==> src/rtl/freq_meter_pkg.sv <==
// Shared types and constants for the frequency meter.
package freq_meter_pkg;

    // Measurement controller states.
    typedef enum logic {
        IDLE    = 1'b0,
        MEASURE = 1'b1
    } state_e;

    // Default widths for the counter, the gate length and the synchronizer depth.
    localparam int FM_COUNT_W     = 20;
    localparam int FM_GATE_W      = 24;
    localparam int FM_SYNC_STAGES = 2;

    // Source of the count saturation value. The counter takes its low COUNT_W bits,
    // so COUNT_W may be at most 32.
    localparam logic [31:0] COUNT_SAT_ALL_ONES = 32'hFFFF_FFFF;

endpackage

==> src/rtl/freq_meter_sig_sync_edge.sv <==
// Multi-flop synchronizer for an asynchronous input.
// A history flop follows the last stage, and the block emits a one-cycle
// pulse on each rising edge of the synchronized signal.
module sig_sync_edge #(
    parameter int STAGES = 2
) (
    input  logic clk_i,
    input  logic arst_ni,
    input  logic sig_i,
    output logic rise_o
);

    logic [STAGES-1:0] sync_q;
    logic              hist_q;

    // Shift the input through the synchronizer chain, then into the history flop.
    always_ff @(posedge clk_i or negedge arst_ni) begin
        if (!arst_ni) begin
            sync_q <= '0;
            hist_q <= 1'b0;
        end else begin
            sync_q <= {sync_q[STAGES-2:0], sig_i};
            hist_q <= sync_q[STAGES-1];
        end
    end

    assign rise_o = sync_q[STAGES-1] & ~hist_q;

endmodule

==> src/rtl/freq_meter.sv <==
// Gated edge-counting frequency meter.
// The block counts rising edges of sig_i over a window of gate_len_i
// reference cycles. It reports the count and a saturation flag with a
// one-cycle valid pulse.
//
// Control semantics: start_i, abort_i and continuous_i are level-sampled on
// clock edges with no back-pressure. valid_o is a strobe with no ready: the
// result is also held on count_o and overflow_o until the next completed
// window, so a consumer that misses the pulse still sees the last value.
module freq_meter
    import freq_meter_pkg::*;
#(
    parameter int COUNT_W     = FM_COUNT_W,
    parameter int GATE_W      = FM_GATE_W,
    parameter int SYNC_STAGES = FM_SYNC_STAGES
) (
    input  logic               clk_i,
    input  logic               arst_ni,
    input  logic               sig_i,
    input  logic [GATE_W-1:0]  gate_len_i,
    input  logic               start_i,
    input  logic               continuous_i,
    input  logic               abort_i,
    output logic               busy_o,
    output logic [COUNT_W-1:0] count_o,
    output logic               valid_o,
    output logic               overflow_o,
    output logic               state_o
);

    localparam logic [COUNT_W-1:0] CNT_SAT = COUNT_SAT_ALL_ONES[COUNT_W-1:0];

    state_e             state_q;
    logic [GATE_W-1:0]  gate_cnt;
    logic [GATE_W-1:0]  gate_load;
    logic [COUNT_W-1:0] edge_cnt;
    logic [COUNT_W-1:0] cnt_nxt;
    logic               win_ovf;
    logic               ovf_nxt;
    logic               rise;

    sig_sync_edge #(
        .STAGES (SYNC_STAGES)
    ) u_sync (
        .clk_i   (clk_i),
        .arst_ni (arst_ni),
        .sig_i   (sig_i),
        .rise_o  (rise)
    );

    // A zero gate length still opens a one-cycle window.
    assign gate_load = (gate_len_i == '0) ? GATE_W'(1) : gate_len_i;

    // Edge count after this cycle's edge. It saturates, and it flags an edge that arrives at the ceiling.
    always_comb begin
        cnt_nxt = edge_cnt;
        ovf_nxt = win_ovf;
        if (rise) begin
            if (edge_cnt == CNT_SAT) begin
                ovf_nxt = 1'b1;
            end else begin
                cnt_nxt = edge_cnt + COUNT_W'(1);
            end
        end
    end

    // Measurement controller: open the window, count edges, publish the result, then restart or idle.
    always_ff @(posedge clk_i or negedge arst_ni) begin
        if (!arst_ni) begin
            state_q    <= IDLE;
            gate_cnt   <= '0;
            edge_cnt   <= '0;
            win_ovf    <= 1'b0;
            busy_o     <= 1'b0;
            count_o    <= '0;
            valid_o    <= 1'b0;
            overflow_o <= 1'b0;
        end else begin
            valid_o <= 1'b0;
            case (state_q)
                IDLE: begin
                    if (start_i) begin
                        state_q  <= MEASURE;
                        gate_cnt <= gate_load;
                        edge_cnt <= '0;
                        win_ovf  <= 1'b0;
                        busy_o   <= 1'b1;
                    end
                end
                MEASURE: begin
                    if (abort_i) begin
                        state_q <= IDLE;
                        busy_o  <= 1'b0;
                    end else if (gate_cnt == GATE_W'(1)) begin
                        count_o    <= cnt_nxt;
                        overflow_o <= ovf_nxt;
                        valid_o    <= 1'b1;
                        if (continuous_i) begin
                            gate_cnt <= gate_load;
                            edge_cnt <= '0;
                            win_ovf  <= 1'b0;
                        end else begin
                            state_q <= IDLE;
                            busy_o  <= 1'b0;
                        end
                    end else begin
                        gate_cnt <= gate_cnt - GATE_W'(1);
                        edge_cnt <= cnt_nxt;
                        win_ovf  <= ovf_nxt;
                    end
                end
                default: begin
                    state_q <= IDLE;
                    busy_o  <= 1'b0;
                end
            endcase
        end
    end

    assign state_o = (state_q == MEASURE);

endmodule

==> config.mk <==
export PLATFORM = sky130hd
export DESIGN_NAME = freq_meter
export DESIGN_NICKNAME = d
export VERILOG_FILES = /design/src/rtl/freq_meter_pkg.sv /design/src/rtl/freq_meter_sig_sync_edge.sv /design/src/rtl/freq_meter.sv
export SDC_FILE = /design/constraint.sdc
export NUM_CORES = 1
export LEC_CHECK = 0
export ABC_AREA = 1
export CORE_ASPECT_RATIO = 0.75
export CORE_MARGIN = 5
export CORE_UTILIZATION = 52
export CTS_BUF_LIST = sky130_fd_sc_hd__clkbuf_4 sky130_fd_sc_hd__clkbuf_8
export DETAILED_ROUTE_END_ITERATION = 8
export PLACE_DENSITY = 0.75
export SLEW_MARGIN = 10
export SYNTH_ARGS = -nofsm -noshare
export SYNTH_HDL_FRONTEND = slang
export SYNTH_SLANG_ARGS = --single-unit
==> constraint.sdc <==
create_clock -name clk_i -period 2 [get_ports clk_i]
set_input_delay 0.3 -clock clk_i [delete_from_list [all_inputs] [get_ports clk_i]]
set_output_delay 0.3 -clock clk_i [all_outputs]
set_load 0.01 [all_outputs]
==> results.json <==
{
  "outcome": "finished clean",
  "ir_drop_mv": 0.6346,
  "p_leak_nw": 2.592,
  "vias_per_cell": 5.381,
  "cp_max_fo": 21,
  "cts_buffers": 9,
  "ys_seq_area_frac": 0.4056,
  "gp_congestion": 0.9096,
  "vias": 4402,
  "finalCriticalPeriod_ps": 1871,
  "rsz0062_at_grt": "true",
  "place_inst": 797,
  "ys_warn_count": 0,
  "routed_wl_um": 11550,
  "placementRows": 29,
  "grt_pass1_wl_um": 19590,
  "timing.rr.end": "edge_cnt[16]",
  "startpoint": "gate_cnt[15]",
  "yosys_register_bits": 72,
  "worst-r2r-cell-count": 8,
  "syn-num-nets": 680,
  "min_path_type": "reg2reg",
  "cp-start-kind": "register",
  "first_pass_iters": 5,
  "relSlewSlack": 0.5058,
  "avgSynthCellArea_um2": 6.865,
  "cts_root_buf": "clkbuf_8",
  "clk_path_buf_depth": 2,
  "cts_tree": "built",
  "arrival_ps": 2130,
  "start_util": 0.5299,
  "ys_async_sr_fraction": 1.000,
  "setup_viol": 0,
  "regToRegStartpoint": "gate_cnt[15]",
  "final_util": 0.6391,
  "fin_nets": 738,
  "worst_slack_ps": 129.1,
  "ys.flop_type": "dfrtp_1",
  "drv_cap": 0,
  "netlist_instances": 647,
  "detail-route-antenna-nets": 0,
  "drtIter0Drc": 438,
  "crit_type": "reg2reg",
  "grt_pass1_vias": 3975,
  "num_antenna_cells": 0,
  "p_per_area_nw_per_um2": 879.4,
  "fin_tns_setup_ps": 0,
  "cp.required_ps": 2260,
  "period_share": 0.9354,
  "finClkSkew_ps": 12.33,
  "core_area_um2": 8382,
  "yosysUniqueCellTypes": 32,
  "dieArea_um2": 10510,
  "crit_path_end": "edge_cnt[16]",
  "numClockSinks": 72,
  "finalHoldWorstSlack_ps": 363.6,
  "dp.final_hpwl_um": 8106,
  "area_growth_pct": 20.59,
  "grt_overflow": 0,
  "htree_levels": 3,
  "synth_edf_count": 0,
  "portBuffers": 53,
  "finalHoldViolCount": 0,
  "netlist_area_um2": 4442,
  "post-route-drc-count": 0,
  "r2r_slack_ps": 130,
  "instances_no_fill": 818,
  "pre_cts_slack_ps": 26.38,
  "drive_gt1_frac": 0.08873,
  "slew_violations": 0,
  "die_w_um": 116.7,
  "io_pins": 54,
  "antenna_found_initial": 0,
  "fmax_ghz": 0.5345,
  "wl_per_cell_um": 14.12,
  "worstMarginPinSlew_ps": 740.4,
  "track_usage": 0.2331,
  "endpoint_kind": "register",
  "clk_pin_slew_ps": 90,
  "grt_start_max_net_pins": 73,
  "fp.dieH_um": 90.04,
  "clk_latency_ps": 370
}
## routing by layer
layer / GRT usage / part of all wire / routed length (um)
met1: 0.3778 / 0.50 / 5731
met4: 0.05158 / 0.0096 / 111
met2: 0.2973 / 0.40 / 4667
met3: 0.07114 / 0.090 / 1042
met5: 0 / 0 / 0
## area by class of cell
cell class | instances | area (um^2)
timing repair buffer | 67 | 686.9
clock inverter | 7 | 81.33
clock buffer | 9 | 123.9
multi-input combinational | 504 | 2333
tap | 108 | 135.1
inverter | 51 | 193.9
sequential | 72 | 1802
fill | 772 | 3025
## how the worst min path moves through the flow
stage | start | endpoint | slack [ps] | cells after the start
floorplan | arst_ni | busy_o | 4 | 0
global placement | u_sync.sync_q[0] | u_sync.sync_q[1] | 350 | 0
detailed placement | u_sync.sync_q[0] | u_sync.sync_q[1] | 350 | 0
CTS | sig_i | u_sync.sync_q[0] | 370 | 1
global route | sig_i | u_sync.sync_q[0] | 360 | 1
finish | u_sync.sync_q[0] | u_sync.sync_q[1] | 360 | 0
## kinds of logic after synthesis
| family | after synthesis | share of synthesized area |
|---|---|---|
| compound gates | 57 | 0.07409 |
| flops | 72 | 0.4056 |
| fa+ha+maj | 3 | 0.008452 |
| buf+inv | 71 | 0.07859 |
| xor+xnor | 15 | 0.02958 |
| simple gates | 429 | 0.4037 |
## worst max-delay path, stage by stage, from the launching register on
cell and delay (ps):
dfrtp_1 430, nor2_1 200, nand2_1 90, nor2_2 180
nand3_1 130, nand2_2 130, inv_1 330, nand3_1 200
o21ai_1 70
## metrics by stage
stage               total power (W)  cell area, um^2
finish                     0.004711             5356
global route               0.005033             5356
CTS                        0.004694             5280
detailed placement         0.003462             5065
global placement           0.003423             5065
floorplan                  0.003053             4442
## power breakdown
part	internal (W)	switching, W
Sequential	0.00172	0.000282
Clock	0.000589	0.000629
Combinational	0.000574	0.000922
## repair_timing
item / CTS / global route
setup endpoints to repair: 0 / 45
gates resized for setup: 0 / 15
hold buffers: 1 / 0
endpoints found under the hold margin: 72 / 0
setup buffers: 0 / 4
## synthesized netlist by cell type (4+ instances only)
cell / instances / area share
nand2_1: 261 / 0.22
o21ai_0: 20 / 0.023
clkbuf_1: 4 / 0.0034
nor2_1: 86 / 0.073
xnor2_1: 6 / 0.012
o211ai_1: 7 / 0.012
o21ai_1: 14 / 0.016
inv_2: 5 / 0.0042
nor2_2: 5 / 0.0070
buf_4: 5 / 0.0085
dfrtp_1: 72 / 0.41
buf_6: 8 / 0.020
nand4_1: 11 / 0.015
xor2_1: 9 / 0.018
inv_1: 46 / 0.039
nand3b_1: 4 / 0.0068
nand3_1: 46 / 0.052
a31oi_1: 10 / 0.014
## sequential cells by signal, indices dropped and copies added, names as in the netlist
| name | flops |
|---|---|
| state_o | 1 |
| u_sync.sync_q | 2 |
| valid_o | 1 |
| win_ovf | 1 |
| u_sync.hist_q | 1 |
| gate_cnt | 24 |
| count_o | 20 |
| edge_cnt | 20 |
| overflow_o | 1 |
| busy_o | 1 |
## cell usage in the layout (no fill, tap or decap), types with 2 or more instances in the layout
cell | Yosys | layout
a21oi_1 | 3 | 3
a31oi_1 | 10 | 10
buf_12 | 0 | 4
buf_4 | 5 | 8
clkbuf_8 | 0 | 9
clkdlybuf4s50_1 | 0 | 52
clkinv_4 | 0 | 4
dfrtp_1 | 72 | 72
ha_1 | 3 | 2
inv_1 | 46 | 46
inv_2 | 5 | 4
nand2_1 | 261 | 260
nand2_2 | 3 | 4
nand3_1 | 46 | 45
nand3_2 | 3 | 3
nand3b_1 | 4 | 4
nand4_1 | 11 | 11
nor2_1 | 86 | 81
nor2_2 | 5 | 10
nor2_4 | 2 | 2
nor3_1 | 2 | 2
o211ai_1 | 7 | 7
o21ai_0 | 20 | 18
o21ai_1 | 14 | 15
or2_2 | 3 | 3
xnor2_1 | 6 | 6
xor2_1 | 9 | 9
Note: power is estimated with default switching activity, not from simulation.
